## config.mk

```make
export PLATFORM = sky130hd
export DESIGN_NAME = dct_transpose_buf
export DESIGN_NICKNAME = d
export VERILOG_FILES = /design/src/rtl/dct_pkg.sv /design/src/rtl/dct_tbuf_bank.sv /design/src/rtl/dct_transpose_buf.sv
export SDC_FILE = /design/constraint.sdc
export NUM_CORES = 1
export LEC_CHECK = 0
export BUFFER_PORTS_ARGS = -buffer_cell sky130_fd_sc_hd__buf_2
export CAP_MARGIN = 20
export CORE_MARGIN = 1
export CORE_UTILIZATION = 45
export DETAILED_ROUTE_END_ITERATION = 10
export PLACE_DENSITY_LB_ADDON = 0.2
export SYNTH_ARGS = -nofsm -noshare
export SYNTH_HDL_FRONTEND = slang
export SYNTH_HIERARCHICAL = 1
export SYNTH_SLANG_ARGS = --single-unit
```

## constraint.sdc

```tcl
create_clock -name clk -period 9.7 [get_ports clk]
set_clock_uncertainty 0.15 [all_clocks]
set_input_delay 1.94 -clock clk [delete_from_list [all_inputs] [get_ports clk]]
set_output_delay 1.94 -clock clk [all_outputs]
set_load 0.01 [all_outputs]
```

## src/rtl/dct_pkg.sv

```systemverilog
// Shared parameters and lane type for the 2-D DCT datapath.
package dct_pkg;

    localparam int DCT_SIZE = 12;
    localparam int DCT_N    = 8;

    typedef logic signed [DCT_SIZE-1:0] coef_t;

    // Width of a row/column index for an n x n block (at least one bit).
    function automatic int idx_w(input int n);
        return (n > 1) ? $clog2(n) : 1;
    endfunction

endpackage

```

## src/rtl/dct_tbuf_bank.sv

```systemverilog
// One N x N coefficient bank: whole-row write, whole-column combinational read.
module dct_tbuf_bank
    import dct_pkg::*;
#(
    parameter int SIZE = DCT_SIZE,
    parameter int N    = DCT_N,
    localparam int IW  = idx_w(N)
) (
    input  logic              clk,
    input  logic              we,
    input  logic [IW-1:0]     wr_row,
    input  logic [N*SIZE-1:0] row_data,
    input  logic [IW-1:0]     rd_col,
    output logic [N*SIZE-1:0] col_data
);

    logic [N*SIZE-1:0] mem [N];

    always_ff @(posedge clk) begin
        if (we) begin
            mem[wr_row] <= row_data;
        end
    end

    // Column lane k is lane rd_col of stored row k.
    always_comb begin
        col_data = '0;
        for (int k = 0; k < N; k++) begin
            col_data[k*SIZE +: SIZE] = mem[k][int'(rd_col)*SIZE +: SIZE];
        end
    end

endmodule

```

## src/rtl/dct_transpose_buf.sv

```systemverilog
// Ping-pong transpose buffer between the row and column DCT passes:
// rows go in, columns come out, one block per bank.
module dct_transpose_buf
    import dct_pkg::*;
#(
    parameter int SIZE = DCT_SIZE,
    parameter int N    = DCT_N
) (
    input  logic              clk,
    input  logic              rst,
    input  logic              in_valid,
    output logic              in_ready,
    input  logic [N*SIZE-1:0] in_row,
    output logic              out_valid,
    input  logic              out_ready,
    output logic [N*SIZE-1:0] out_col,
    output logic              out_last
);

    localparam int IW = idx_w(N);

    logic          wr_bank;
    logic          rd_bank;
    logic [1:0]    full;
    logic [1:0]    full_nxt;
    logic [IW-1:0] wr_row;
    logic [IW-1:0] rd_col;
    logic          wr_fire;
    logic          rd_fire;
    logic          wr_last;
    logic          rd_last;
    logic [1:0]    we;
    logic [N*SIZE-1:0] col0;
    logic [N*SIZE-1:0] col1;

    // Handshake: a transfer happens on a rising edge where valid && ready;
    // ready and valid depend only on registered state, never on the peer.
    assign in_ready  = !full[wr_bank];
    assign wr_fire   = in_valid && in_ready;
    assign wr_last   = (wr_row == IW'(N-1));
    assign out_valid = full[rd_bank];
    assign rd_fire   = out_valid && out_ready;
    assign rd_last   = (rd_col == IW'(N-1));
    assign out_last  = out_valid && rd_last;

    assign we[0] = wr_fire && !wr_bank;
    assign we[1] = wr_fire &&  wr_bank;

    dct_tbuf_bank #(.SIZE(SIZE), .N(N)) u_bank0 (
        .clk      (clk),
        .we       (we[0]),
        .wr_row   (wr_row),
        .row_data (in_row),
        .rd_col   (rd_col),
        .col_data (col0)
    );

    dct_tbuf_bank #(.SIZE(SIZE), .N(N)) u_bank1 (
        .clk      (clk),
        .we       (we[1]),
        .wr_row   (wr_row),
        .row_data (in_row),
        .rd_col   (rd_col),
        .col_data (col1)
    );

    always_comb begin
        out_col = '0;
        if (out_valid) begin
            out_col = rd_bank ? col1 : col0;
        end
    end

    // A set and a clear can land together; they always target different
    // banks because one needs the bank empty and the other needs it full.
    always_comb begin
        full_nxt = full;
        if (wr_fire && wr_last) begin
            full_nxt[wr_bank] = 1'b1;
        end
        if (rd_fire && rd_last) begin
            full_nxt[rd_bank] = 1'b0;
        end
    end

    always_ff @(posedge clk) begin
        if (rst) begin
            wr_bank <= 1'b0;
            rd_bank <= 1'b0;
            wr_row  <= '0;
            rd_col  <= '0;
            full    <= '0;
        end else begin
            full <= full_nxt;
            if (wr_fire) begin
                if (wr_last) begin
                    wr_row  <= '0;
                    wr_bank <= !wr_bank;
                end else begin
                    wr_row <= wr_row + IW'(1);
                end
            end
            if (rd_fire) begin
                if (rd_last) begin
                    rd_col  <= '0;
                    rd_bank <= !rd_bank;
                end else begin
                    rd_col <= rd_col + IW'(1);
                end
            end
        end
    end

endmodule
```

==> results of run 1 <==
placed cells by master, fill, tap and decap left out, types with 4 or more instances in the layout:
cell type	instances
clkinv_1	28
nor3_2	4
mux4_2	384
ha_1	4
edfxtp_1	1536
nor2_4	12
dfxtp_4	4
nand3_1	4
nand2_1	5
clkbuf_1	31
clkbuf_16	164
nand2b_1	9
a21oi_1	5
bufinv_16	12
clkinv_2	38
dfxtp_1	6
o21ai_0	4
buf_2	198
clkinvlp_4	5
mux2i_1	97
mux2_2	192
nor2_1	98
buf_4	44
buf_12	5
flip-flops by register name (all words and copies together) (netlist names):
| name | count |
|---|---|
| wr_row | 3 |
| rd_bank | 1 |
| full | 2 |
| rd_col | 3 |
| wr_bank | 1 |
| u_bank1/mem | 768 |
| u_bank0/mem | 768 |
cell families after synthesis:
| kind of cell | count (synthesis) | synth area share (%) |
|---|---|---|
| flip-flops | 1546 | 77.6 |
| multiplexers | 674 | 19.8 |
| AND/OR/NAND/NOR | 142 | 1.00 |
| buffers and inverters | 134 | 1.43 |
| AO/OA/AOI/OAI | 15 | 0.145 |
| adder cells (fa/ha/maj) | 4 | 0.0838 |
layout make-up:
cell class,instances,area [um^2],area share (%)
flip-flops and latches,1546,46300,68.5
multi-input cells,835,12600,18.7
clock buffers,197,4250,6.28
well taps,1755,2200,3.25
repair buffers,247,1420,2.10
clock inverters,91,786,1.16
inverters,3,11.3,0.0166
diodes,2,5.00,0.00740
worst paths after layout:
path	startpoint	endpoint	slack, ns
worst max-delay path	rd_col[0]$_SDFFE_PP0P_	out_col[0]	3.04
worst min-delay path	wr_row[2]$_SDFFE_PP0N_	wr_row[2]$_SDFFE_PP0N_	0.42
worst max register to register	wr_bank$_SDFFE_PP0N_	u_bank0/mem[6][2]$_DFFE_PP_	6.29
worst min register to register	wr_row[2]$_SDFFE_PP0N_	wr_row[2]$_SDFFE_PP0N_	0.42
power by group:
| part | internal, mW | total [mW] | leakage, nW | switching (mW) |
|---|---|---|---|---|
| Combinational | 0.0443 | 0.237 | 4.26 | 0.193 |
| Sequential | 7.42 | 7.44 | 14.0 | 0.0165 |
| Clock | 3.42 | 5.87 | 2.48 | 2.45 |
routing by layer:
metal | vias to the layer above | GRT usage [%]
met3 | 169 | 3.71
li1 | 11205 | -
met4 | 0 | 5.19
met1 | 14540 | 26.7
met2 | 735 | 32.5
met5 | - | 0
worst max-delay path, delay by kind of cell (launching register included):
| family | cells | cell delay [ns] |
|---|---|---|
| AND/OR/NAND/NOR | 1 | 0.08 |
| multiplexers | 3 | 1.18 |
| buffers and inverters | 3 | 1.60 |
| flip-flops | 1 | 0.84 |
synth_stat cells:
master	n	area share, %
a21oi_1	5	0.042
a31oi_1	1	0.010
a41o_1	1	0.017
and2_1	2	0.021
and3b_1	1	0.015
buf_1	32	0.20
buf_2	26	0.22
buf_4	4	0.050
buf_6	40	0.75
clkbuf_1	29	0.18
dfxtp_1	10	0.34
edfxtp_1	1536	77
ha_1	4	0.084
inv_1	3	0.019
mux2_2	192	3.6
mux2i_1	98	1.6
mux4_2	384	14
nand2_1	5	0.031
nand2b_1	9	0.094
nand3_1	4	0.034
nand4b_1	2	0.029
nor2_1	110	0.69
nor3_1	6	0.050
nor3b_1	1	0.013
o21ai_0	4	0.034
o21ai_1	3	0.025
o21ba_2	1	0.017
or3_1	1	0.010
or4_1	1	0.013
==> impl_metrics.ini, run 1 <==
[outcome]
status = complete, no violations

[worst_setup_path]
max_stage_delay_ns = 0.84
worstPathArrival_ns = 4.57
critical_path.endpoint_type = output port
critPathLaunchType = flip-flop
worstPathRequired_ns = 7.61
path_max_fanout = 39
worst_r2r_path_depth = 5
critPathKind = flip-flop to output port
cp_slowest_cell = dfxtp_4
path_cells = buf_4 > buf_4 > mux4_2 > mux2_2 > mux2i_1 > nor2_1 > buf_2
cp_common_cell = buf_4

[clocking]
cts_root_buf = clkbuf_16
cts_buffer_depth = 3
cts_tree = done
clock-sinks = 1546
ctsResizeCount = 0
clkTransAtPathRegs_ns = 0.06
hold_buffers = 0
numCtsBuffers = 159
htreeDepth = 4
clk-insertion-delay-late_ns = 0.76
post_cts_buffers = 0

[global_route]
antenna_found_initial = 3
grt_max_degree = 159
grt_pass1_wl_mm = 193
grt_pass1_vias = 29084
grt_use_total_pct = 19.6
grt_overflow = 0

[floorplanning]
io-pin-count = 199
dieArea_mm2 = 0.134
num_rows = 133
die_w_um = 366
core_area_mm2 = 0.131
die_h_um = 366
start_util_pct = 45.4

[cells_and_area]
area_growth_syn_to_layout_pct = 13.3
layout-drive-gt1-share_pct = 36.8
stdcell_count = 4676
nets = 2896
fillers = 10235
stdcell_area_mm2 = 0.0677
final_util_pct = 51.5

[route]
drc_errors = 0
met2WireLength_mm = 64.8
postRouteAntennaNets = 0
vias = 26649
wl_per_cell_um = 27.6
vias_per_cell = 5.70
highest_layer = met4
drt-met1-wl_mm = 55.3
routed_wl_mm = 129
dr.first_iter.drc_count = 2198
wl_met3_mm = 6.60
firstDrtPassIters = 5

[run]
drv.max_cap_violation_count = 0

[timing]
finalCriticalPeriod_ns = 6.66
worstMarginPinSlew_ns = 1.19
setup-tns-final_ns = 0
finalWorstSetupSlack_ns = 3.04
finalCritPeriodShare_pct = 68.7
finalSetupViolCount = 0
rsz0062_at_grt = no
fmax_mhz = 150
hold_viol = 0
drv_slew = 0
hold_slack_ns = 0.421
slew_headroom_pct = 20.8

[place]
dp_hpwl_mm = 68.7
io_buffers = 198
placedCellCount = 4385
placed_area_mm2 = 0.0626
place_congestion = 0.705
place_ws_ns = 3.67

[logic_synthesis]
syn_nets = 2619
postSynthCellCount = 2515
ys_ff_latch = 1546
synth_area_mm2 = 0.0597
ys_seq_area_share_pct = 77.6
ys_types = 29
avgSynthCellArea_um2 = 23.7
ys_warn_count = 6

[worst_hold_path]
hp-class = flip-flop to flip-flop
hold_depth = 2

[pwr]
p_per_area_mw_per_mm2 = 200
finalPower_mw = 13.5
cellLeakagePower_nw = 20.7
ir_worst_vdd_mv = 0.201
No activity file was read; power rests on OpenSTA's default activity.
==> run 2, diff against run 1 <==
==> constraint.sdc (replaced) <==
create_clock -name clk -period 5.47 [get_ports clk]
set_clock_uncertainty 0.15 [all_clocks]
set_input_delay 1.094 -clock clk [delete_from_list [all_inputs] [get_ports clk]]
set_output_delay 1.094 -clock clk [all_outputs]
set_load 0.01 [all_outputs]
==> run 2 against run 1 <==
Register-to-register slack worse by 3.9 ns. Non-clock buffer count rose by 26. Via count hardly changed. Combinational power grew 76%. Global-route usage decreased by 0.23 points. Die area unchanged. Sequential cell count unchanged. Sequential share of layout area is 0.48 points lower. Final area rose by 0.70%. Largest power group unchanged. Highest routed layer is now met5.
==> impl_metrics.ini, run 2 (synthesis gave the netlist of run 1 again) <==
[global_route]
grt_use_total_pct = 19.3
antenna_found_initial = 2
use_met3_pct = 3.50
grt_pass1_vias = 28558
grt_pass1_wl_mm = 190
grt_overflow = 0
grt.met1_usage_pct = 27.0
grt_max_degree = 97
met2_usage_pct = 31.6
grt.busiest_layer = met2

[floorplanning]
num_rows = 133
start_util_pct = 45.4
core_area_mm2 = 0.131
io-pin-count = 199
die_w_um = 366
die_h_um = 366
dieArea_mm2 = 0.134

[cells_and_area]
top_regs = u_bank0/mem: 768 flops, u_bank1/mem: 768 flops
area_growth_syn_to_layout_pct = 14.1
n_antenna_cell = 0
nets = 2922
layout_commonest_cell = edfxtp_1
layout-drive-gt1-share_pct = 37.0
final_cell_mix = edfxtp_1 (1536), mux4_2 (384), buf_2 (198)

[worst_setup_path]
rr_startpoint = wr_row[0]$_SDFFE_PP0N_
max_stage_delay_ns = 0.86
cp_slowest_cell = dfxtp_4
critPathLaunchType = flip-flop
worstPathRequired_ns = 4.23
rrSetupSlack_ns = 2.43
cp-endpoint = out_col[77]
path_max_fanout = 44
worstPathArrival_ns = 3.73
critPathKind = flip-flop to output port
reg2reg_to = u_bank1/mem[3][72]$_DFFE_PP_
startpoint = rd_col[0]$_SDFFE_PP0P_
critical_path.endpoint_type = output port
worst_r2r_path_depth = 3
path_cells = buf_12 > buf_4 > mux4_2 > mux2_2 > mux2i_1 > nor2_1 > buf_2

[timing]
finalCritPeriodShare_pct = 90.9
fmax_mhz = 201
finalSetupViolCount = 0
hold_viol = 0
hold_slack_ns = 0.410
slew_headroom_pct = 32.6
finalCriticalPeriod_ns = 4.97
rsz0062_at_grt = no
worstMarginPinSlew_ns = 1.01
drv_slew = 0

[pwr]
combPwrFrac_pct = 1.7
pwr-share-seq_pct = 54.7
switching_share_pct = 20.0
clockPowerShare_pct = 43.6
cell_internal_pwr_mw = 19.3
ir_worst_vdd_mv = 0.300
finalPower_mw = 24.1
p_per_area_mw_per_mm2 = 354
cellLeakagePower_nw = 20.9
p_switching_mw = 4.82

[route]
firstDrtPassIters = 5
vias_per_cell = 5.67
postRouteAntennaNets = 0
routed_wl_mm = 128
drc_errors = 0
dr.first_iter.drc_count = 2346
vias = 26635
wl_per_cell_um = 27.4

[clocking]
clk-insertion-delay-late_ns = 0.79
cts_tree = done
htreeDepth = 4
hold_buffers = 0
cts_root_buf = clkbuf_16
clkTransAtPathRegs_ns = 0.07
numCtsBuffers = 159
post_cts_buffers = 0
ctsResizeCount = 0
clock-sinks = 1546
cts_buffer_depth = 3

[worst_hold_path]
hold_depth = 2
hp-class = flip-flop to flip-flop
worstHoldStart = wr_row[2]$_SDFFE_PP0N_

[place]
place_congestion = 0.739
dp_hpwl_mm = 70.0
io_buffers = 198

[outcome]
status = complete, no violations

[run]
drv.max_cap_violation_count = 0
## run 2: layout make-up
cell class                      instances  area, um^2
Clock inverter                         93         862
Multi-Input combinational cell        835       12700
Clock buffer                          193        4210
Sequential cell                      1546       46300
Fill cell                           10168       63300
Inverter                                3        11.3
Tap cell                             1755        2200
Timing Repair Buffer                  273        1840
## run 2: how the worst min path moves through the flow
stage,end,slack (ns)
2_1_floorplan,rd_col[1]$_SDFFE_PP0P_,0.34
3_3_place_gp,wr_row[2]$_SDFFE_PP0N_,0.37
3_5_place_dp,wr_row[2]$_SDFFE_PP0N_,0.39
4_1_cts,wr_row[2]$_SDFFE_PP0N_,0.40
5_1_grt,rd_col[2]$_SDFFE_PP0P_,0.46
6_report,wr_row[2]$_SDFFE_PP0N_,0.41
## run 2: power groups by stage
stage | Clock, mW | Combinational, mW | Sequential [mW]
global route | 11.2 | 0.453 | 13.2
floorplan | 0 | 0.102 | 13.4
global placement | 0 | 0.423 | 13.4
finish | 10.5 | 0.416 | 13.2
detailed placement | 0 | 0.434 | 13.4
CTS | 10.8 | 0.434 | 13.2
## run 2: stage by stage
step | instances | instance area (um^2) | setup TNS (ns) | util, % | setup WS, ns
final | 4698 | 68100 | 0 | 51.8 | 0.498
after global routing | 4698 | 68100 | 0 | 51.8 | 0.209
after CTS | 4697 | 68100 | 0 | 51.8 | 0.336
after detailed placement | 4411 | 63000 | 0 | 47.9 | 1.22
after global placement | 4411 | 63000 | 0 | 47.9 | 1.26
after floorplan | 2515 | 59700 | -881.74 | - | -0.718
## run 2: per-layer routing
metal	up-vias	wire length (um)
li1	11274	-
met1	14500	56000
met2	697	63900
met3	162	6300
met4	2	2320
met5	-	14
## run 2: worst max-delay path, delay by kind of cell (launching register included)
kind	cells	cell delay, ns
multiplexers	3	0.99
buffers and inverters	3	0.97
flip-flops	1	0.86
AND/OR/NAND/NOR	1	0.07
